File: config.mk
export PLATFORM = sky130hd
export DESIGN_NAME = adc_decimator
export DESIGN_NICKNAME = d
export VERILOG_FILES = /design/src/rtl/adc_decimator.sv
export SDC_FILE = /design/constraint.sdc
export NUM_CORES = 1
export LEC_CHECK = 0
export CORE_MARGIN = 5
export CORE_UTILIZATION = 35
export CTS_CLUSTER_DIAMETER = 80
export CTS_CLUSTER_SIZE = 16
export DETAILED_ROUTE_END_ITERATION = 8
export GPL_ROUTABILITY_DRIVEN = 0
export SLEW_MARGIN = 20
export SYNTH_ARGS = -nofsm -noshare
export SYNTH_HDL_FRONTEND = slang
export SYNTH_SLANG_ARGS = --single-unit
File: constraint.sdc
create_clock -name clock -period 3.1 [get_ports clock]
set_input_delay 0.31 -clock clock [delete_from_list [all_inputs] [get_ports clock]]
set_output_delay 0.31 -clock clock [all_outputs]
set_load 0.02 [all_outputs]
File: src/rtl/adc_decimator.sv
// adc_decimator: power-of-two averaging / keep-last decimator after the ADC FIR.
// Ports: clock, reset (async, high), pipeline_flush, cfg_we/cfg_ratio_log2/
// cfg_average, in_valid/in_ready/data_in, out_valid/out_ready/data_out.
module adc_decimator #(
  parameter int DATA_PATH_WIDTH = 16,
  parameter int MAX_RATIO_LOG2  = 4
) (
  input  logic                              clock,
  input  logic                              reset,
  input  logic                              pipeline_flush,
  input  logic                              cfg_we,
  input  logic [2:0]                        cfg_ratio_log2,
  input  logic                              cfg_average,
  input  logic                              in_valid,
  output logic                              in_ready,
  input  logic signed [DATA_PATH_WIDTH-1:0] data_in,
  output logic                              out_valid,
  input  logic                              out_ready,
  output logic signed [DATA_PATH_WIDTH-1:0] data_out
);

  localparam int W  = DATA_PATH_WIDTH;
  localparam int AW = DATA_PATH_WIDTH + MAX_RATIO_LOG2;
  localparam int CW = (MAX_RATIO_LOG2 > 0) ? MAX_RATIO_LOG2 : 1;
  localparam logic [2:0] RMAX = 3'(MAX_RATIO_LOG2);

  logic signed [AW-1:0] acc;
  logic [CW-1:0]        count;
  logic [2:0]           ratio_log2;
  logic                 average;

  logic signed [AW-1:0] din_ext;
  logic signed [AW-1:0] acc_next;
  logic signed [AW-1:0] acc_shift;
  logic [CW-1:0]        last_cnt;
  logic [2:0]           ratio_clamped;
  logic                 accept;
  logic                 complete;

  assign in_ready = ~out_valid | out_ready;
  assign accept   = in_valid & in_ready;

  assign din_ext   = {{MAX_RATIO_LOG2{data_in[W-1]}}, data_in};
  assign acc_next  = (count == '0) ? din_ext : acc + din_ext;
  assign acc_shift = acc_next >>> ratio_log2;

  // N-1 as a mask of ratio_log2 low ones
  assign last_cnt = ~({CW{1'b1}} << ratio_log2);

  // A config write in the same cycle discards the input
  assign complete = accept & ~cfg_we & (count == last_cnt);

  assign ratio_clamped =
    (cfg_ratio_log2 > RMAX) ? RMAX : cfg_ratio_log2;

  always_ff @(posedge clock or posedge reset) begin
    if (reset) begin
      acc        <= '0;
      count      <= '0;
      ratio_log2 <= '0;
      average    <= 1'b1;
      out_valid  <= 1'b0;
      data_out   <= '0;
    end else if (pipeline_flush) begin
      acc       <= '0;
      count     <= '0;
      out_valid <= 1'b0;
      data_out  <= '0;
    end else begin
      if (cfg_we) begin
        ratio_log2 <= ratio_clamped;
        average    <= cfg_average;
        count      <= '0;
      end else if (accept) begin
        acc <= acc_next;
        if (complete) begin
          count    <= '0;
          data_out <= average ? acc_shift[W-1:0] : data_in;
        end else begin
          count <= count + 1'b1;
        end
      end

      if (complete)
        out_valid <= 1'b1;
      else if (out_valid && out_ready)
        out_valid <= 1'b0;
    end
  end

endmodule

# Word level (Yosys, flattened, before mapping)
# Cells that the tools add are included.
dict set report classes {
  n_mul 0
  n_div 0
  n_eq_ne 2
  bitwise 8
  n_shift 2
  order_cmp 1
  n_mux 17
  n_reduce_logical 9
  add_sub_neg 2
}
# op n
set ops {}
lappend ops {{$mux 16} 5}
lappend ops {{$mux 20} 4}
lappend ops {{$add 20x16->20} 1}
lappend ops {{$sshr 20x3->16} 1}
lappend ops {{$mux 4} 4}
lappend ops {{$reduce_bool 3->1} 2}
lappend ops {{$add 4x1->4 const B} 1}
lappend ops {{$eq 4x4->1} 1}
lappend ops {{$logic_not 4->1} 1}
lappend ops {{$not 4->4} 1}
lappend ops {{$reduce_and 2->1} 2}
lappend ops {{$reduce_bool 2->1} 2}
lappend ops {{$shl 4x3->4 const A} 1}
lappend ops {{$and 1x1->1} 3}
lappend ops {{$gt 3x3->1 const B} 1}
lappend ops {{$mux 1} 3}
lappend ops {{$mux 3} 1}
lappend ops {{$not 1->1} 3}
lappend ops {{$reduce_and 3->1} 1}
lappend ops {{$ne 2x2->1 const B} 1}
lappend ops {{$logic_and 1x1->1} 1}
lappend ops {{$or 1x1->1} 1}
dict set report word_totals {
  memories 0
  latch_bits 0
  in_bits 26
  romBits 0
  output_inout_bits 18
  word_cells 47
  regBits 45
  ramBits 0
}

# Logic depth before layout (Yosys ltp)
# Gate-level depths: netlist (run 1).
dict set report depth {
  ltp_word 9
  depth_mapped 12
  depth_no_buf 11
}

# Worst setup path after synthesis (run 1)
# Ideal clock, no wire load.
dict set report synth_timing {
  kind {flip-flop to flip-flop}
  startpoint {register acc[0]}
  endpoint {register data_out[9]}
  stages_incl_launch_ff 12
  period_less_slack_ns 2.763
  setup_time_ns 0.141
  required_ns 2.959
  arrival_ns 2.622
  n_path_buf 0
  slack_ns 0.337
  cell_sequence {dfrtp_1 ha_1 fa_1 a211oi_1 nor3_1 o21ai_0 a21oi_1 nor2_1 xnor2_1 mux4_2 mux2i_1 o221ai_1}
}
dict set report synth_via {
  elab_chain_cells 8
}
# element line
set synth_rtl {}
lappend synth_rtl {{start: declaration} 27} ;# logic signed [AW-1:0] acc;
lappend synth_rtl {{start signal: assignment} 75} ;# acc <= acc_next;
lappend synth_rtl {{$add 20x16->20} 44} ;# assign acc_next = (count == '0) ? din_ext : acc + din_ext;
lappend synth_rtl {{$mux 20} 44}
lappend synth_rtl {{$sshr 20x3->16} 45} ;# assign acc_shift = acc_next >>> ratio_log2;
lappend synth_rtl {{$mux 16} 78} ;# data_out <= average ? acc_shift[W-1:0] : data_in;
lappend synth_rtl {{$mux 16} 76} ;# if (complete) begin
lappend synth_rtl {{$mux 16} 74} ;# end else if (accept) begin
lappend synth_rtl {{$mux 16} 70} ;# if (cfg_we) begin
lappend synth_rtl {{$mux 16} 64} ;# end else if (pipeline_flush) begin
lappend synth_rtl {{end signal: assignment} 78}
lappend synth_rtl {{end: declaration} 19} ;# output logic signed [DATA_PATH_WIDTH-1:0] data_out
# No other way between the ends. The select of a mux whose other input is x is not followed.
# A chain may end at the register's enable or synchronous reset.

# Worst setup path after layout (run 1)
dict set report layout_timing {
  startpoint {register acc[1]}
  endpoint {register data_out[2]}
}
# The elaborated chain is that of the path after synthesis.

==> results of run 1 <==
==> power by group <==
| part | leakage (µW) | internal (µW) | total, µW | switching (µW) |
|---|---|---|---|---|
| registers | 0.000606 | 624 | 660 | 36.2 |
| clock network | 0.0000631 | 300 | 545 | 245 |
| logic | 0.00175 | 412 | 868 | 455 |
| total | 0.00242 | 1340 | 2070 | 737 |
==> per-stage QoR <==
stage          total power (µW)  instance area (µm²)  hold WS [ps]  utilization, %  worst slack, ps
3_5_place_dp               1480                 5260           522            46.0             -441
4_1_cts                    2040                 5420           539            47.5             6.14
2_1_floorplan              1150                 4070           455               -              337
3_3_place_gp               1480                 5260           516            46.0             -403
6_report                   2070                 5590           415            48.9             72.5
5_1_grt                    2180                 5590           431            48.9            -35.9
==> flip-flops by register name (all words and copies together), names as in the netlist <==
register,count
acc,20
ratio_log2,3
out_valid,1
average,1
count,4
data_out,16
==> cell usage after synthesis, types with 5 or more instances <==
master | number | area (µm²)
nand2_1 | 38 | 143
a31oi_1 | 5 | 31.3
nor3b_1 | 5 | 37.5
o21ai_0 | 23 | 115
nand2b_1 | 5 | 31.3
xnor2_1 | 8 | 70.1
nor3_1 | 5 | 25.0
inv_1 | 10 | 37.5
a21oi_1 | 32 | 160
mux2_2 | 6 | 67.6
o21ai_1 | 9 | 45.0
a211oi_1 | 25 | 188
nand3_1 | 7 | 35.0
clkbuf_1 | 15 | 56.3
buf_2 | 14 | 70.1
a21o_1 | 10 | 75.1
ha_1 | 21 | 263
a22oi_1 | 7 | 52.6
mux2i_1 | 21 | 210
dfrtp_1 | 44 | 1100
nor2_1 | 62 | 233
o211ai_1 | 7 | 52.6
==> final cells by class <==
class,count,area (µm²)
fillers,1117,5830
multi-input cells,393,2920
repair buffers,139,1180
flip-flops and latches,45,1130
well taps,143,179
clock buffers,6,129
inverters,11,42.5
clock inverters,2,15.0
==> critical path, stage by stage (launching register included) <==
cell,delay (ps)
dfrtp_2,440
buf_4,150
fa_2,370
a211oi_2,220
buf_4,160
o21ai_0,120
a31oi_1,270
mux2i_1,290
a22oi_1,150
mux4_2,490
mux2i_1,140
a211oi_1,80
==> repair_timing <==
action | CTS | global route
gates resized for setup | 5 | 28
setup endpoints to repair | 12 | 16
buffers inserted | 1 | 3
endpoints found under the hold margin | 0 | 0
pin swaps | 2 | 11
==> worst min path at each step <==
stage / start / to / slack, ps / cells past startpoint
4_1_cts: acc[13] / acc[13] / 540 / 2
6_report: data_in[6] / data_out[6] / 410 / 3
2_1_floorplan: data_in[5] / data_out[5] / 460 / 1
5_1_grt: data_in[6] / data_out[6] / 430 / 3
3_5_place_dp: data_out[11] / data_out[11] / 520 / 2
3_3_place_gp: acc[13] / acc[13] / 520 / 2
==> cell families (layout without fill, tap and decap cells) <==
kind of cell | after synthesis | after routing | share of synthesized area, %
mux | 33 | 33 | 9.93
buf+inv | 42 | 158 | 4.31
xor+xnor | 12 | 12 | 2.58
fa+ha+maj | 22 | 22 | 6.95
flops | 45 | 45 | 27.7
simple gates | 152 | 152 | 17.6
compound gates | 174 | 174 | 30.9
==> routing by layer <==
layer / wire length, µm / share of wire [%] / GRT usage, %
met1: 6390 / 49 / 26.4
met3: 575 / 4.4 / 2.55
met2: 5910 / 45 / 29.0
met5: 0 / 0 / 0
met4: 240 / 1.8 / 5.59
==> results.cfg, run 1 <==
[timing]
setup_viol = 0
period_minus_slack_ps = 3030
fmax_mhz = 330
drv_slew = 0
hold_viol_final = 0
worst_slew_pin_slew_ps = 994
finalCritPeriodShare_pct = 97.7
timing.setup.tns_ps = 0
finClkSkew_ps = 4.20
relSlewSlack_pct = 33.5

[setup_path]
critPathCaptureType = register
crit_type = register to register
r2r-start = acc[1]
setup.worst_path.end = data_out[2]
critPathArrivalTime_ps = 3190
start_kind = register
rr_endpoint = data_out[2]
reg2reg_depth = 11
r2r_slack_ps = 70
crit_start = acc[1]
cp_max_fo = 3
required_ps = 3260

[global_routing]
grt_pass1_vias = 4163
grt_pass1_wl_um = 21400
grt_overflow = 0
grt_max_degree = 46
antenna_found_initial = 0
grtUsageTotal_pct = 18.5

[logic_synthesis]
syn_nets = 528
syn_avg_cell_area_um2 = 8.48
ys_ff_latch = 45
async_flop_share_pct = 100
synth_flop_cell = dfrtp_1
syn_area_um2 = 4070
postSynthCellCount = 480
yosys_warnings = 0
synth_cell_types = 75
synth_seq_area_share_pct = 27.7
synth_edf_count = 0

[detailed_routing]
initialDrtViolationCount = 352
route.detailed.drc = 0
wl_per_cell_um = 17.7
firstDrtPassIters = 5
ant_nets = 0
dr_total_vias = 4201
via_per_inst = 5.68
drt-total-wl_um = 13100

[floorplan]
die_h_um = 118
num_rows = 39
pin_count = 44
dieArea_um2 = 13900
start_util_pct = 35.6
die_x_um = 118
coreArea_um2 = 11400

[cells_and_area]
diodes = 0
drive_gt1_share_pct = 25.3
layout_common_cells = buf_4, nor2_1, dfrtp_1
area_delta_synth_final_pct = 37.4
layout_commonest_cell = buf_4
fin_nets = 643
finalNonFillerCells = 739

[placement]
io_buffers = 43
dp.cells = 727
dp_hpwl_um = 9880

[clock_network]
cts_tree = done
hold_buffers = 0
clk_pin_slew_ps = 70
cts_htree_levels = 2
clk-insertion-delay-late_ps = 300
cts_buffers = 5
clock_sinks = 45
clk_root_buffer_cell = clkbuf_16
cts_buffer_depth = 2

[outcome]
status = finished, final reports clean

[hold_path]
min_path_type = primary input to register

[pwr]
peakVddDrop_v = 0.000268
power_density_nw_per_um2 = 371
leakage_uw = 0.00242

[run]
cap_violations = 0
Note: power is estimated with default switching activity, not from simulation.
==> inputs of run 2 (changes only) <==
--- a/config.mk
+++ b/config.mk
@@ -5,8 +5,8 @@
 export SDC_FILE = /design/constraint.sdc
 export NUM_CORES = 1
 export LEC_CHECK = 0
-export CORE_MARGIN = 5
-export CORE_UTILIZATION = 35
+export CORE_MARGIN = 3
+export CORE_UTILIZATION = 30
 export CTS_CLUSTER_DIAMETER = 80
 export CTS_CLUSTER_SIZE = 16
 export DETAILED_ROUTE_END_ITERATION = 8
==> results.cfg, run 2 (synthesized netlist as in run 1, its figures left out) <==
[pwr]
power_density_nw_per_um2 = 381
peakVddDrop_v = 0.000228
combPwrFrac_pct = 40.6
p_sw_uw = 751
total_power_uw = 2180
power.internal_uw = 1430
switching_share_pct = 34.5
share_seq_of_total_power_pct = 30.6
p_clk_share_pct = 28.8
leakage_uw = 0.00246

[detailed_routing]
dr_total_vias = 4325
route.detailed.drc = 0
ant_nets = 0
via_per_inst = 5.62
initialDrtViolationCount = 331
wl_per_cell_um = 17.9
drt-total-wl_um = 13800
firstDrtPassIters = 5

[clock_network]
clk_pin_slew_ps = 70
cts_tree = done
clk-insertion-delay-late_ps = 290
cts_buffers = 5
clock_sinks = 45
cts_buffer_depth = 2
cts_htree_levels = 2
hold_buffers = 0
clk_root_buffer_cell = clkbuf_16

[cells_and_area]
fin_nets = 645
final-seq-area_um2 = 1130
layout_commonest_cell = buf_4
drive_gt1_share_pct = 27.4
area_delta_synth_final_pct = 40.4
largest_reg_flops = 20
diodes = 0
layout_common_cells = buf_4, nor2_1, dfrtp_1
multi_input_area_um2 = 2960
nFillCells = 1284
top_register = acc
largestRegisters = acc x20, data_out x16, count x4
post-route-util_pct = 44.2

[global_routing]
grt_max_degree = 46
antenna_found_initial = 0
grt_pass1_vias = 4349
grt_pass1_wl_um = 22400
grt_overflow = 0
grtUsageTotal_pct = 18.8

[setup_path]
start_kind = primary input
cp_max_fo = 4
cp_cell_sequence = clkdlybuf4s50_1 > ha_1 > buf_4 > a21oi_1 > buf_4 > o22ai_1 > o21a_1 > o31ai_1 > nor3b_2 > buf_4 > o22a_1 > and2_1 > a211oi_2 > o31ai_2
crit_type = primary input to register
critPathArrivalTime_ps = 3190
timing.critical_path.mode_cell = buf_4
worst-path-buf-inv = 4
max_stage_delay_ps = 460
required_ps = 3300
cpMaxStageDelayCell = clkdlybuf4s50_1
critPathCaptureType = register
path_depth = 14
crit_family = compound AO/OA/AOI/OAI gates
reg2reg_depth = 11

[floorplan]
die_h_um = 122
start_util_pct = 31.5
dieArea_um2 = 15000
coreArea_um2 = 12900
num_rows = 41
pin_count = 44
die_x_um = 122

[placement]
io_buffers = 43
dp_hpwl_um = 10400
preCtsSetupSlack_ps = -443

[run]
cap_violations = 0

[timing]
fmax_mhz = 334
finClkSkew_ps = 4.41
setup_viol = 0
relSlewSlack_pct = 30.2
finalCritPeriodShare_pct = 96.6
worst_slew_pin_slew_ps = 1040
timing.hold.ws_ps = 470
timing.setup.tns_ps = 0
period_minus_slack_ps = 2990
drv_slew = 0
post-route-worst-setup-slack_ps = 106
rsz0062_at_grt = yes
hold_viol_final = 0

[hold_path]
min_path_type = primary input to async pin

[outcome]
status = finished, final reports clean
run 2: cell types whose count changed in the layout (fill, tap and decap cells not counted), sizes merged:
cell,change
buf,+2
bufinv,+1
clkinv,+1
clkinvlp,-2
run 2: area by class of cell:
class | count | area share [%]
multi-input combinational | 393 | 51.7
timing repair buffer | 141 | 21.1
sequential | 45 | 19.7
tap | 172 | 3.77
clock buffer | 6 | 2.26
inverter | 11 | 0.745
clock inverter | 2 | 0.679
run 2: path summary, 6_finish.rpt:
check	start	endpoint	slack, ps
setup / recovery	data_in[8]	data_out[8]	110
hold / removal	reset	acc[1]	470
setup reg to reg	acc[0]	data_out[2]	140
hold reg to reg	acc[13]	acc[13]	540
max in group asynchronous	reset	data_out[13]	2110
min in group clock	data_in[0]	data_out[0]	500
run 2: repair_timing:
action	in CTS	in global routing
setup endpoints to repair	11	17
pin swaps	4	11
gates resized for setup	8	35
setup buffers	1	4
run 2: layer usage:
layer | GRT usage [%] | vias up | share of wire [%]
li1 | - | 2066 | -
met1 | 26.3 | 2059 | 45
met2 | 29.9 | 171 | 45
met3 | 2.63 | 29 | 6.8
met4 | 6.37 | 0 | 3.0
met5 | 0 | - | 0
run 2: through the flow:
step / instance area [µm²] / instances
after floorplan: 4070 / 480
after global placement: 5310 / 757
after detailed placement: 5310 / 757
after CTS: 5520 / 766
after global routing: 5710 / 770
final: 5710 / 770
run 2: power by group through the flow:
stage	sequential (µW)	combinational (µW)	clock [µW]
floorplan	665	481	0
global placement	674	811	0
detailed placement	675	820	0
CTS	664	834	643
global route	671	961	664
finish	667	885	627
==> inputs of run 3 (changes only) <==
--- a/config.mk
+++ b/config.mk
@@ -11,6 +11,8 @@
 export CTS_CLUSTER_SIZE = 16
 export DETAILED_ROUTE_END_ITERATION = 8
 export GPL_ROUTABILITY_DRIVEN = 0
+export GPL_TIMING_DRIVEN = 0
+export SKIP_LAST_GASP = 1
 export SLEW_MARGIN = 20
 export SYNTH_ARGS = -nofsm -noshare
 export SYNTH_HDL_FRONTEND = slang
==> results.cfg, run 3 (synthesized netlist as in run 1, its figures left out) <==
[cells_and_area]
drive_gt1_share_pct = 20.4
fin_nets = 590
area_delta_synth_final_pct = 31.7
post-route-util_pct = 41.5
largest_reg_flops = 20
top_register = acc
layout_common_cells = nor2_1, dfrtp_1, nand2_1
fin_area_um2 = 5360
diodes = 0
largestRegisters = acc x20, data_out x16, count x4
layout_commonest_cell = nor2_1

[timing]
period_minus_slack_ps = 3020
drv_slew = 0
relSlewSlack_pct = 32.9
finClkSkew_ps = 4.27
worst_slew_pin_slew_ps = 1000
fmax_mhz = 331
finalCritPeriodShare_pct = 97.5
hold_viol_final = 0
timing.hold.ws_ps = 310
setup_viol = 0

[clock_network]
clk_pin_slew_ps = 70
cts_tree = done
cts_htree_levels = 2
clk-insertion-delay-late_ps = 290
hold_buffers = 0
clock_sinks = 45
cts_buffers = 5
clk_root_buffer_cell = clkbuf_16
cts_buffer_depth = 2

[global_routing]
grt_pass1_vias = 4071
grt_overflow = 0
grtUsageTotal_pct = 18.6
grt_max_degree = 32
antenna_found_initial = 0
grt_pass1_wl_um = 22100

[setup_path]
critPathArrivalTime_ps = 3170
cp_max_fo = 6
cp_cell_sequence = ha_2 > and3_4 > a2111oi_4 > buf_4 > o211ai_4 > xor2_2 > mux2i_4 > a21oi_2 > mux4_2 > mux2i_1 > a211oi_1
critPathCaptureType = register
max_stage_delay_ps = 480
start_kind = register
r2r-start = acc[2]
crit_type = register to register
rr_endpoint = data_out[2]
r2r_slack_ps = 80
cpMaxStageDelayCell = mux4_2
reg2reg_depth = 11
required_ps = 3250

[floorplan]
die_x_um = 122
die_h_um = 122
dieArea_um2 = 15000
num_rows = 41
start_util_pct = 31.5
coreArea_um2 = 12900
pin_count = 44

[detailed_routing]
ant_nets = 0
drt-total-wl_um = 14000
dr_total_vias = 4210
wl_per_cell_um = 19.6
initialDrtViolationCount = 389
route.detailed.drc = 0
firstDrtPassIters = 5
via_per_inst = 5.89

[pwr]
power_density_nw_per_um2 = 378
combPwrFrac_pct = 40.8
p_clk_share_pct = 27.0
p_sw_uw = 765
leakage_uw = 0.00213
peakVddDrop_v = 0.000227
power.internal_uw = 1260
switching_share_pct = 37.7
total_power_uw = 2030
share_seq_of_total_power_pct = 32.2

[placement]
placed_area_um2 = 4730
dp_hpwl_um = 10500
io_buffers = 43

[run]
cap_violations = 0

[outcome]
status = finished, final reports clean

[hold_path]
min_path_type = primary input to async pin
## run 3: worst max-delay path by stage
stage,from,endpoint,depth (start not counted)
2_1_floorplan,acc[0],data_out[9],11
3_3_place_gp,data_in[0],data_out[9],12
3_5_place_dp,data_in[0],data_out[9],12
4_1_cts,data_in[6],data_out[9],12
5_1_grt,acc[0],data_out[7],11
6_report,acc[2],data_out[2],11
## run 3: routing by layer
| metal | vias to the layer above | wire, µm | part of all wire, % | track usage [%] |
|---|---|---|---|---|
| met2 | 180 | 6320 | 45 | 29.0 |
| met1 | 2048 | 6320 | 45 | 27.3 |
| met4 | 0 | 290 | 2.1 | 5.32 |
| met5 | - | 0 | 0 | 0 |
| met3 | 24 | 1070 | 7.6 | 1.71 |
| li1 | 1958 | - | - | - |
## run 3: final cells by class
| type | count | area, µm² |
|---|---|---|
| clock buffers | 5 | 125 |
| repair buffers | 56 | 549 |
| clock inverters | 3 | 21.3 |
| fillers | 1317 | 7570 |
| well taps | 172 | 215 |
| plain buffers | 30 | 143 |
| multi-input cells | 393 | 3140 |
| flip-flops and latches | 45 | 1130 |
| inverters | 11 | 41.3 |
## run 3: worst max-delay path: cells and delay by family (launching register included)
kind            cells  cell delay (ps)
flops               1              400
fa+ha+maj           1              330
xor+xnor            1              220
mux                 3              870
buf+inv             1              200
simple gates        1              200
compound gates      4              660
## run 3: repair_timing
item / 4_1_cts / 5_1_grt
endpoints found under the setup margin: 17 / 16
setup buffers: 5 / 7
hold endpoints to repair: 0 / 0
gates resized for setup: 35 / 56
pin swaps: 8 / 15
## run 3: metrics by stage
stage | setup TNS (ps) | worst slack (ps) | cells
after global routing | -17.7 | -9.34 | 715
after global placement | -8980 | -639 | 695
after detailed placement | -10010 | -705 | 696
after floorplan | 0 | 337 | 480
after CTS | -49.4 | -49.4 | 709
final | 0 | 77.6 | 715
## run 3: power by group through the flow
stage | Combinational, µW | Sequential (µW) | Clock [µW]
CTS | 743 | 650 | 558
global route | 895 | 657 | 580
detailed placement | 704 | 661 | 0
finish | 827 | 653 | 547
floorplan | 481 | 665 | 0
global placement | 694 | 660 | 0
